### src/rtl/wav_pkg.sv
// wav_pkg: shared FSM states, debug event type codes and partition count for writing_address_verifier
package wav_pkg;
    typedef enum logic [1:0] {IDLE, FORWARD, DROP} state_t;
    localparam logic [1:0] DBG_IDLE = 2'b00;
    localparam logic [1:0] DBG_FWD  = 2'b01;
    localparam logic [1:0] DBG_DIS  = 2'b10;
    localparam logic [1:0] DBG_OOR  = 2'b11;
    localparam int NUM_PARTITIONS = 5;
endpackage

### src/rtl/partition_decoder.sv
// partition_decoder: maps the partition field of a write address to a partition and checks its write permit
//   address_field  in   partition field of the address (address >> PARTITION_SHIFT), full width
//   enables        in   per-partition write permits, bit i = partition i
//   idx            out  low three bits of the partition index, used in event codes
//   in_range       out  index is below NUM_PARTITIONS
//   permitted      out  index is in range and its permit bit is set
module partition_decoder #(
    parameter int IDX_W          = 4,
    parameter int NUM_PARTITIONS = wav_pkg::NUM_PARTITIONS
) (
    input  logic [IDX_W-1:0] address_field,
    input  logic [4:0]       enables,
    output logic [2:0]       idx,
    output logic             in_range,
    output logic             permitted
);
    localparam logic [IDX_W-1:0] LIMIT = IDX_W'(NUM_PARTITIONS);
    logic [4:0] shifted;
    always_comb begin
        shifted   = enables >> address_field;
        in_range  = address_field < LIMIT;
        permitted = in_range & shifted[0];
        idx       = address_field[2:0];
    end
endmodule

### src/rtl/writing_address_verifier.sv
// writing_address_verifier: forwards Avalon-MM writes only to partitions whose write permit is set
//   clock, reset                  clock; asynchronous active-high reset
//   s_address/s_write/s_writedata/s_byteenable/s_waitrequest  upstream write slave
//   m_address/m_write/m_writedata/m_byteenable/m_waitrequest  downstream write master
//   partition_write_enables       per-partition write permits
//   clear_err                     clears err_sticky and violation_count
//   dbg_info                      one-cycle event code {type, idx[2:0]} after each completion
//   err_sticky, violation_count   rejected-write flag and saturating count
module writing_address_verifier #(
    parameter int ADDR_W          = 24,
    parameter int DATA_W          = 64,
    parameter int PARTITION_SHIFT = 20,
    parameter int NUM_PARTITIONS  = wav_pkg::NUM_PARTITIONS
) (
    input  logic                clock,
    input  logic                reset,
    input  logic [ADDR_W-1:0]   s_address,
    input  logic                s_write,
    input  logic [DATA_W-1:0]   s_writedata,
    input  logic [DATA_W/8-1:0] s_byteenable,
    output logic                s_waitrequest,
    output logic [ADDR_W-1:0]   m_address,
    output logic                m_write,
    output logic [DATA_W-1:0]   m_writedata,
    output logic [DATA_W/8-1:0] m_byteenable,
    input  logic                m_waitrequest,
    input  logic [4:0]          partition_write_enables,
    input  logic                clear_err,
    output logic [4:0]          dbg_info,
    output logic                err_sticky,
    output logic [15:0]         violation_count
);
    import wav_pkg::*;
    state_t     state;
    logic [2:0] idx, idx_q;
    logic       in_range, permitted, oor_q;
    partition_decoder #(
        .IDX_W(ADDR_W - PARTITION_SHIFT),
        .NUM_PARTITIONS(NUM_PARTITIONS)
    ) u_decoder (
        .address_field(s_address[ADDR_W-1:PARTITION_SHIFT]),
        .enables(partition_write_enables),
        .idx(idx),
        .in_range(in_range),
        .permitted(permitted)
    );
    assign s_waitrequest = state != IDLE;
    always_ff @(posedge clock or posedge reset) begin
        if (reset) begin
            state           <= IDLE;
            m_address       <= '0;
            m_write         <= 1'b0;
            m_writedata     <= '0;
            m_byteenable    <= '0;
            idx_q           <= '0;
            oor_q           <= 1'b0;
            dbg_info        <= '0;
            err_sticky      <= 1'b0;
            violation_count <= '0;
        end else begin
            dbg_info <= {DBG_IDLE, 3'b000};
            if (state == IDLE && s_write) begin
                idx_q <= idx;
                oor_q <= !in_range;
                if (permitted) begin
                    m_address    <= s_address;
                    m_writedata  <= s_writedata;
                    m_byteenable <= s_byteenable;
                    m_write      <= 1'b1;
                    state        <= FORWARD;
                end else begin
                    state <= DROP;
                end
            end else if (state == FORWARD && !m_waitrequest) begin
                m_write  <= 1'b0;
                dbg_info <= {DBG_FWD, idx_q};
                state    <= IDLE;
            end else if (state == DROP) begin
                dbg_info        <= {oor_q ? DBG_OOR : DBG_DIS, idx_q};
                err_sticky      <= 1'b1;
                violation_count <= (&violation_count) ? violation_count : violation_count + 16'd1;
                state           <= IDLE;
            end
            // a clear in the same cycle as a drop completion takes priority
            if (clear_err) begin
                err_sticky      <= 1'b0;
                violation_count <= '0;
            end
        end
    end
endmodule

### config.mk
export PLATFORM = sky130hd
export DESIGN_NAME = writing_address_verifier
export DESIGN_NICKNAME = d
export VERILOG_FILES = /design/src/rtl/wav_pkg.sv /design/src/rtl/partition_decoder.sv /design/src/rtl/writing_address_verifier.sv
export SDC_FILE = /design/constraint.sdc
export NUM_CORES = 1
export LEC_CHECK = 0
export BUFFER_PORTS_ARGS = -buffer_cell sky130_fd_sc_hd__buf_4
export CAP_MARGIN = 5
export CORE_ASPECT_RATIO = 0.7
export CORE_MARGIN = 2
export CORE_UTILIZATION = 47
export DETAILED_ROUTE_END_ITERATION = 6
export PLACE_DENSITY_LB_ADDON = 0.05
export SYNTH_ARGS = -nofsm -noshare
export SYNTH_HDL_FRONTEND = slang
export SYNTH_SLANG_ARGS = --single-unit
### constraint.sdc
create_clock -name clock -period 5.9 [get_ports clock]
set_clock_uncertainty 0.05 [all_clocks]
set_input_delay 1.77 -clock clock [delete_from_list [all_inputs] [get_ports clock]]
set_output_delay 1.77 -clock clock [all_outputs]
set_load 0.05 [all_outputs]
==> impl_metrics.prom, run 1 <==
# TYPE chip_impl_metric gauge
chip_impl_metric{name="hpwl",unit="µm"} 9100
chip_impl_metric{name="fp.dieH",unit="µm"} 91.8
chip_impl_metric{name="tritoncts_num_sinks",unit=""} 125
chip_impl_metric{name="synthToLayoutAreaGrowth",unit="%"} 46.2
chip_impl_metric{name="worst-slew-pin-transition",unit="ps"} 903
chip_impl_metric{name="final.fill_count",unit=""} 756
chip_impl_metric{name="worst_ep_required_time",unit="ps"} 6130
chip_impl_info{name="run_status",value="completed"} 1
chip_impl_metric{name="synth-simple-area-share",unit="%"} 7.96
chip_impl_info{name="clockRootBuffer",value="sky130_fd_sc_hd__clkbuf_16"} 1
chip_impl_info{name="leading_cell_types_in_the_layout_fill_and_taps_excluded",value="sky130_fd_sc_hd__buf_4, sky130_fd_sc_hd__dfrtp_1, sky130_fd_sc_hd__mux2_2"} 1
chip_impl_metric{name="share_of_flip_flops_with_an_asynchronous_set_or_reset",unit="%"} 100
chip_impl_metric{name="grt_pass1_wl",unit="µm"} 19800
chip_impl_metric{name="placement_rows",unit=""} 31
chip_impl_metric{name="synth.yosys.warnings",unit=""} 0
chip_impl_metric{name="ys_ff_latch",unit=""} 125
chip_impl_metric{name="groute.usage.overall",unit="%"} 21.8
chip_impl_metric{name="gate_count_after_technology_mapping",unit=""} 352
chip_impl_info{name="main_area_contributors_after_synthesis",value="sky130_fd_sc_hd__dfrtp_1, sky130_fd_sc_hd__mux2_2, sky130_fd_sc_hd__mux2_4, sky130_fd_sc_hd__mux2_1, sky130_fd_sc_hd__nand4_1"} 1
chip_impl_info{name="grt_setup_unrepaired",value="no"} 1
chip_impl_metric{name="num_vias",unit=""} 3808
chip_impl_info{name="crit-reg2reg-launch",value="state[1]"} 1
chip_impl_metric{name="ctsHoldBuffers",unit=""} 0
chip_impl_info{name="setup.worst_path.class",value="primary input to flop"} 1
chip_impl_metric{name="dpl-instance-area",unit="mm²"} 0.00696
chip_impl_metric{name="worst_skew_pair.late_latency",unit="ps"} 410
chip_impl_info{name="ys.flop_type",value="sky130_fd_sc_hd__dfrtp_1"} 1
chip_impl_info{name="cp-end-kind",value="flop"} 1
chip_impl_metric{name="drive_gt1_share",unit="%"} 60.3
chip_impl_info{name="dominant_combinational_cell_family_by_area_after_synthesis",value="multiplexers"} 1
chip_impl_metric{name="timing.final.crit_period",unit="ps"} 3970
chip_impl_metric{name="setup_viol",unit=""} 0
chip_impl_metric{name="postLayoutCellArea",unit="mm²"} 0.00756
chip_impl_metric{name="maximum_number_of_pins_on_one_net_before_global_route_repair",unit=""} 84
chip_impl_metric{name="chipWidth",unit="µm"} 129
chip_impl_metric{name="ioPinCount",unit=""} 226
chip_impl_metric{name="postSynthNetCount",unit=""} 459
chip_impl_metric{name="quantity_of_i_o_buffers_inserted_on_ports",unit=""} 225
chip_impl_metric{name="initial_core_utilization",unit="%"} 49.2
chip_impl_metric{name="edff_count_synth",unit=""} 0
chip_impl_metric{name="yosys-mux-area-fraction",unit="%"} 23.6
chip_impl_metric{name="maxClockFrequency",unit="GHz"} 0.252
chip_impl_metric{name="finalHoldViolCount",unit=""} 0
chip_impl_metric{name="n_antenna_cell",unit=""} 0
chip_impl_metric{name="drtAntennaViolNets",unit=""} 0
chip_impl_metric{name="drv_cap",unit=""} 0
chip_impl_metric{name="post_cts_sizing",unit=""} 0
chip_impl_metric{name="placeableCoreArea",unit="mm²"} 0.0105
chip_impl_metric{name="ys_types",unit=""} 43
chip_impl_metric{name="timing.reg2reg.worst_path_depth",unit=""} 5
chip_impl_metric{name="post_drt_via_cell_ratio",unit=""} 5.11
chip_impl_metric{name="die_area",unit="mm²"} 0.0119
chip_impl_metric{name="multiInputGateArea",unit="mm²"} 0.00189
chip_impl_metric{name="max-vdd-ir-drop",unit="mV"} 0.366
chip_impl_metric{name="synth_xor_xnor_area_share",unit="%"} 0
chip_impl_metric{name="drt_pre_antenna_iters",unit=""} 4
chip_impl_metric{name="final_max_slew_viol_count",unit=""} 0
chip_impl_metric{name="yosysTopAreaCellShare",unit="%"} 60.5
chip_impl_metric{name="number_of_setup_buffers_added_after_cts",unit=""} 0
chip_impl_metric{name="fin_setup_tns",unit="ps"} 0
chip_impl_metric{name="dp.cells",unit=""} 713
chip_impl_info{name="hold_start",value="idx_q[2]"} 1
chip_impl_metric{name="syn-cell-area",unit="mm²"} 0.00517
chip_impl_metric{name="min_path_cells",unit=""} 1
chip_impl_metric{name="grt_antenna_before_repair",unit=""} 0
chip_impl_info{name="timing.hold.worst_endpoint",value="dbg_info[2]"} 1
chip_impl_info{name="hold_path_class",value="flop to flop"} 1
chip_impl_metric{name="nets",unit=""} 691
chip_impl_metric{name="post-route-drc-count",unit=""} 0
chip_impl_info{name="crit_path_start_kind",value="primary input"} 1
chip_impl_metric{name="power.static_leakage",unit="µW"} 0.00363
chip_impl_metric{name="grt_pass1_vias",unit=""} 3723
chip_impl_metric{name="worst_ep_arrival_time",unit="ps"} 4210
chip_impl_metric{name="grt.overflow.total",unit=""} 0
chip_impl_metric{name="final_min_period_over_clock_period",unit="%"} 67.4
chip_impl_metric{name="slew-limit-headroom",unit="%"} 39.2
chip_impl_metric{name="htree_num_levels",unit=""} 4
chip_impl_info{name="layout_commonest_cell",value="sky130_fd_sc_hd__buf_4"} 1
chip_impl_metric{name="cts.path.max_buffers",unit=""} 2
chip_impl_metric{name="layoutNonFillerInstCount",unit=""} 745
chip_impl_metric{name="register_to_register_setup_slack",unit="ps"} 3090
chip_impl_metric{name="synth_seq_area_share",unit="%"} 60.5
chip_impl_metric{name="cts-buffers-inserted",unit=""} 17
chip_impl_metric{name="routed_wire_length_per_instance",unit="µm"} 16.9
chip_impl_metric{name="post_synthesis_compound_gate_area_fraction",unit="%"} 4.55
chip_impl_metric{name="cp_max_fo",unit=""} 83
chip_impl_metric{name="synth_area_per_inst",unit="µm²"} 14.7
chip_impl_info{name="tritoncts",value="yes"} 1
chip_impl_metric{name="dr.first_iter.drc_count",unit=""} 197
chip_impl_info{name="netlist.top_cell.by_area",value="sky130_fd_sc_hd__dfrtp_1"} 1
chip_impl_metric{name="fraction_of_the_mapped_netlist_area_in_adder_cells",unit="%"} 0.242
chip_impl_metric{name="power.density",unit="mW/mm²"} 609
chip_impl_metric{name="seqCellArea",unit="mm²"} 0.00313
chip_impl_metric{name="cts.reportedPaths.clkPinSlew",unit="ps"} 50
chip_impl_metric{name="finalWirelength",unit="µm"} 12600
chip_impl_metric{name="place_congestion",unit=""} 0.773
chip_impl_info{name="critical_path.reg2reg.endpoint",value="m_writedata[26]"} 1
-- stage by stage --
step	hold WS, ps	total power (µW)	util, %	setup slack (ps)
floorplan	400	2880	-	752
detailed placement	431	3590	66.2	1560
finish	437	4600	71.9	1930
global placement	421	3560	66.2	1630
global route	467	4800	71.9	1850
CTS	443	4650	71.9	1970
-- metal layers --
| layer | wire length (µm) | GRT usage [%] | vias to the layer above |
|---|---|---|---|
| met4 | 148 | 6.88 | 0 |
| met5 | 0 | 0 | - |
| met2 | 6350 | 36.2 | 148 |
| met3 | 986 | 6.88 | 14 |
| met1 | 5140 | 27.3 | 1895 |
| li1 | - | - | 1751 |
-- Yosys cell counts (4+ instances only) --
| library cell | n |
|---|---|
| sky130_fd_sc_hd__a21oi_1 | 9 |
| sky130_fd_sc_hd__buf_4 | 7 |
| sky130_fd_sc_hd__dfrtp_1 | 125 |
| sky130_fd_sc_hd__inv_1 | 6 |
| sky130_fd_sc_hd__mux2_1 | 7 |
| sky130_fd_sc_hd__mux2_2 | 72 |
| sky130_fd_sc_hd__mux2_4 | 20 |
| sky130_fd_sc_hd__nand2_1 | 5 |
| sky130_fd_sc_hd__nand4_1 | 11 |
| sky130_fd_sc_hd__nor2_1 | 9 |
| sky130_fd_sc_hd__nor2b_1 | 9 |
| sky130_fd_sc_hd__o21ai_0 | 10 |
| sky130_fd_sc_hd__o31ai_1 | 4 |
| sky130_fd_sc_hd__or3_1 | 4 |
| sky130_fd_sc_hd__or4_1 | 5 |
-- final cells by class --
class                      instances  share of cell area, %
clock buffer                      17                   5.63
timing repair buffer             229                   22.9
tap                              148                   2.45
sequential                       125                   41.4
inverter                           6                  0.331
clock inverter                    15                   2.28
multi-input combinational        205                   25.0
-- worst max-delay path, stage by stage --
cell and delay (ps):
sky130_fd_sc_hd__buf_4 130, sky130_fd_sc_hd__or3b_1 440, sky130_fd_sc_hd__a2111oi_4 430, sky130_fd_sc_hd__nor2b_4 510, sky130_fd_sc_hd__buf_12 430, sky130_fd_sc_hd__mux2_2 400
-- flip-flops by register name, summed over array words and instances (netlist names) --
register,flops
oor_q,1
m_writedata,64
err_sticky,1
m_address,24
violation_count,16
m_byteenable,8
idx_q,3
state,2
m_write,1
dbg_info,5
-- report_power, final --
group	leakage, µW	switching (µW)	internal (µW)
clock	0.000300	377	663
combinational	0.00179	1460	735
sequential	0.00153	180	1190
total	0.00363	2020	2580
-- worst max path at each step --
stage | slack (ps) | start | cells after the start | end
finish | 1930 | s_address[20] | 6 | m_writedata[26]
global route | 1850 | s_address[20] | 6 | m_address[7]
CTS | 1970 | s_address[20] | 6 | m_address[0]
detailed placement | 1560 | s_address[20] | 6 | m_address[0]
global placement | 1630 | s_address[20] | 6 | m_writedata[45]
floorplan | 750 | reset | 1 | dbg_info[0]
-- cell families after synthesis --
family,after synthesis
AOI/OAI and AO/OA,34
adders and majority gates,1
buffers and inverters,22
DFF,125
muxes,101
and+or+nand+nor,69
Power figures use the tool's default switching activity.
==> inputs of run 2 (changes only) <==
CORE_UTILIZATION = 43   (was 47)
clock period = 3.59 ns   (was 5.9 ns; I/O delays follow)
==> impl_metrics.prom, run 2 (synthesis results as in run 1) <==
# TYPE chip_impl_metric gauge
chip_impl_info{name="run_status",value="completed"} 1
chip_impl_metric{name="cp_slowest_stage_delay",unit="ps"} 430
chip_impl_info{name="setup.worst_path.class",value="primary input to flop"} 1
chip_impl_metric{name="post-route-drc-count",unit=""} 0
chip_impl_metric{name="cp_max_fo",unit=""} 29
chip_impl_metric{name="max-vdd-ir-drop",unit="mV"} 0.620
chip_impl_metric{name="maxClockFrequency",unit="GHz"} 0.348
chip_impl_metric{name="die_area",unit="mm²"} 0.0129
chip_impl_metric{name="worst_ep_required_time",unit="ps"} 3830
chip_impl_metric{name="dpl-instance-area",unit="mm²"} 0.00705
chip_impl_metric{name="hpwl",unit="µm"} 9160
chip_impl_metric{name="multiInputGateArea",unit="mm²"} 0.00189
chip_impl_metric{name="synthToLayoutAreaGrowth",unit="%"} 48.6
chip_impl_metric{name="cts.reportedPaths.clkPinSlew",unit="ps"} 50
chip_impl_metric{name="n_antenna_cell",unit=""} 0
chip_impl_metric{name="ioPinCount",unit=""} 226
chip_impl_metric{name="finalWirelength",unit="µm"} 12800
chip_impl_info{name="max_flop_register",value="m_writedata"} 1
chip_impl_metric{name="power.share.switching",unit="%"} 43.4
chip_impl_metric{name="worst-slew-pin-transition",unit="ps"} 912
chip_impl_info{name="crit_path_cell_trace",value="buf_4 -> or3b_1 -> a2111oi_4 -> nor2b_4 -> buf_12 -> buf_12 -> mux2_2"} 1
chip_impl_metric{name="drv_cap",unit=""} 0
chip_impl_metric{name="finalHoldViolCount",unit=""} 0
chip_impl_metric{name="dp.cells",unit=""} 726
chip_impl_info{name="crit_path_start_kind",value="primary input"} 1
chip_impl_info{name="leading_cell_types_in_the_layout_fill_and_taps_excluded",value="sky130_fd_sc_hd__buf_4, sky130_fd_sc_hd__dfrtp_1, sky130_fd_sc_hd__mux2_2"} 1
chip_impl_metric{name="net-switching-power",unit="µW"} 3330
chip_impl_metric{name="chipWidth",unit="µm"} 135
chip_impl_info{name="grt-busiest-layer",value="met2"} 1
chip_impl_metric{name="dp_slack",unit="ps"} 281
chip_impl_metric{name="cts.path.max_buffers",unit=""} 2
chip_impl_metric{name="ctsHoldBuffers",unit=""} 0
chip_impl_metric{name="layoutNonFillerInstCount",unit=""} 758
chip_impl_metric{name="placement_rows",unit=""} 33
chip_impl_metric{name="drive_gt1_share",unit="%"} 60.6
chip_impl_metric{name="pwr-share-clk",unit="%"} 23.5
chip_impl_metric{name="p_int",unit="µW"} 4350
chip_impl_metric{name="post_cts_sizing",unit=""} 0
chip_impl_info{name="grt_setup_unrepaired",value="no"} 1
chip_impl_metric{name="slew-limit-headroom",unit="%"} 38.6
chip_impl_metric{name="seqCellArea",unit="mm²"} 0.00313
chip_impl_metric{name="seq_power_share",unit="%"} 29.3
chip_impl_metric{name="place_congestion",unit=""} 0.835
chip_impl_metric{name="initial_core_utilization",unit="%"} 44.1
chip_impl_info{name="clockRootBuffer",value="sky130_fd_sc_hd__clkbuf_16"} 1
chip_impl_metric{name="tritoncts_num_sinks",unit=""} 125
chip_impl_metric{name="routed_wire_length_per_instance",unit="µm"} 16.9
chip_impl_info{name="critPathMostFrequentCell",value="sky130_fd_sc_hd__buf_12"} 1
chip_impl_info{name="cp-end-kind",value="flop"} 1
chip_impl_metric{name="fp.dieH",unit="µm"} 95.7
chip_impl_metric{name="largest_reg_flops",unit=""} 64
chip_impl_metric{name="worst_ep_arrival_time",unit="ps"} 3110
chip_impl_metric{name="num_vias",unit=""} 3811
chip_impl_metric{name="final_max_slew_viol_count",unit=""} 0
chip_impl_info{name="tritoncts",value="yes"} 1
chip_impl_metric{name="fin_setup_tns",unit="ps"} 0
chip_impl_metric{name="worst_skew_pair.late_latency",unit="ps"} 410
chip_impl_metric{name="grt_util_met1",unit="%"} 25.3
chip_impl_info{name="layout_commonest_cell",value="sky130_fd_sc_hd__buf_4"} 1
chip_impl_metric{name="power.density",unit="mW/mm²"} 1000
chip_impl_metric{name="grt_pass1_vias",unit=""} 3687
chip_impl_metric{name="groute.usage.overall",unit="%"} 19.9
chip_impl_metric{name="postLayoutCellArea",unit="mm²"} 0.00768
chip_impl_metric{name="drtAntennaViolNets",unit=""} 0
chip_impl_metric{name="grt.overflow.total",unit=""} 0
chip_impl_metric{name="grt_pass1_wl",unit="µm"} 19400
chip_impl_metric{name="grt_antenna_before_repair",unit=""} 0
chip_impl_info{name="hold_path_class",value="flop to flop"} 1
chip_impl_metric{name="final.fill_count",unit=""} 917
chip_impl_metric{name="dr.first_iter.drc_count",unit=""} 155
chip_impl_metric{name="nets",unit=""} 695
chip_impl_metric{name="power.static_leakage",unit="µW"} 0.00365
chip_impl_metric{name="quantity_of_i_o_buffers_inserted_on_ports",unit=""} 225
chip_impl_metric{name="number_of_setup_buffers_added_after_cts",unit=""} 0
chip_impl_metric{name="cts-buffers-inserted",unit=""} 17
chip_impl_metric{name="setup_viol",unit=""} 0
chip_impl_metric{name="maximum_number_of_pins_on_one_net_before_global_route_repair",unit=""} 72
chip_impl_metric{name="grt_use_met3",unit="%"} 7.53
chip_impl_metric{name="fin_ws",unit="ps"} 718
chip_impl_metric{name="drt_pre_antenna_iters",unit=""} 5
chip_impl_metric{name="timing.final.crit_period",unit="ps"} 2870
chip_impl_metric{name="htree_num_levels",unit=""} 4
chip_impl_metric{name="placeableCoreArea",unit="mm²"} 0.0117
chip_impl_metric{name="p_comb_share",unit="%"} 47.2
chip_impl_metric{name="final_min_period_over_clock_period",unit="%"} 80.0
chip_impl_info{name="slowest_stage_cell_cp",value="sky130_fd_sc_hd__or3b_1"} 1
chip_impl_metric{name="met2_usage",unit="%"} 31.3
chip_impl_metric{name="post_drt_via_cell_ratio",unit=""} 5.03
chip_impl_info{name="top_regs",value="m_writedata (64), m_address (24), violation_count (16)"} 1
[run 2: power by group through the flow]
| stage | registers [µW] | logic [µW] | clock network (µW) |
|---|---|---|---|
| finish | 2250 | 3620 | 1810 |
| global route | 2330 | 3760 | 1920 |
| CTS | 2260 | 3650 | 1840 |
| detailed placement | 2280 | 3650 | 0 |
| global placement | 2260 | 3620 | 0 |
| floorplan | 4090 | 650 | 0 |
[run 2: worst max-delay path, delay by kind of cell]
family / cells / cell delay [ps]
buffers and inverters: 3 / 560
AND/OR/NAND/NOR: 2 / 690
multiplexers: 1 / 360
AO/OA/AOI/OAI: 1 / 420
[run 2: worst paths after layout]
path | from | endpoint | slack [ps] | cells after the start
worst min-delay path | idx_q[2] | dbg_info[2] | 440 | 1
max in group asynchronous | reset | violation_count[8] | 2010 | 3
worst min register to register | idx_q[2] | dbg_info[2] | 440 | 1
worst max-delay path | s_address[20] | m_address[18] | 720 | 7
worst max register to register | state[1] | m_address[18] | 1190 | 6
min in group asynchronous | reset | violation_count[12] | 690 | 2
[run 2: final cells by class]
type	instances	area share, %
sequential	125	40.7
multi-input combinational	205	24.6
timing repair buffer	233	23.6
clock buffer	18	5.72
tap	157	2.56
clock inverter	14	2.51
inverter	6	0.342
[run 2: per-stage QoR]
stage	total power (µW)	hold slack (ps)	utilization, %
after global routing	8010	450	65.5
final	7680	437	65.5
after floorplan	4740	400	-
after detailed placement	5920	424	60.1
after CTS	7750	440	65.5
after global placement	5880	420	60.1
[run 2: per-layer routing]
metal / share of wire, % / wire length, µm
met1: 42 / 5410
met4: 2.1 / 265
met3: 7.9 / 1010
met5: 0 / 0
met2: 48 / 6120
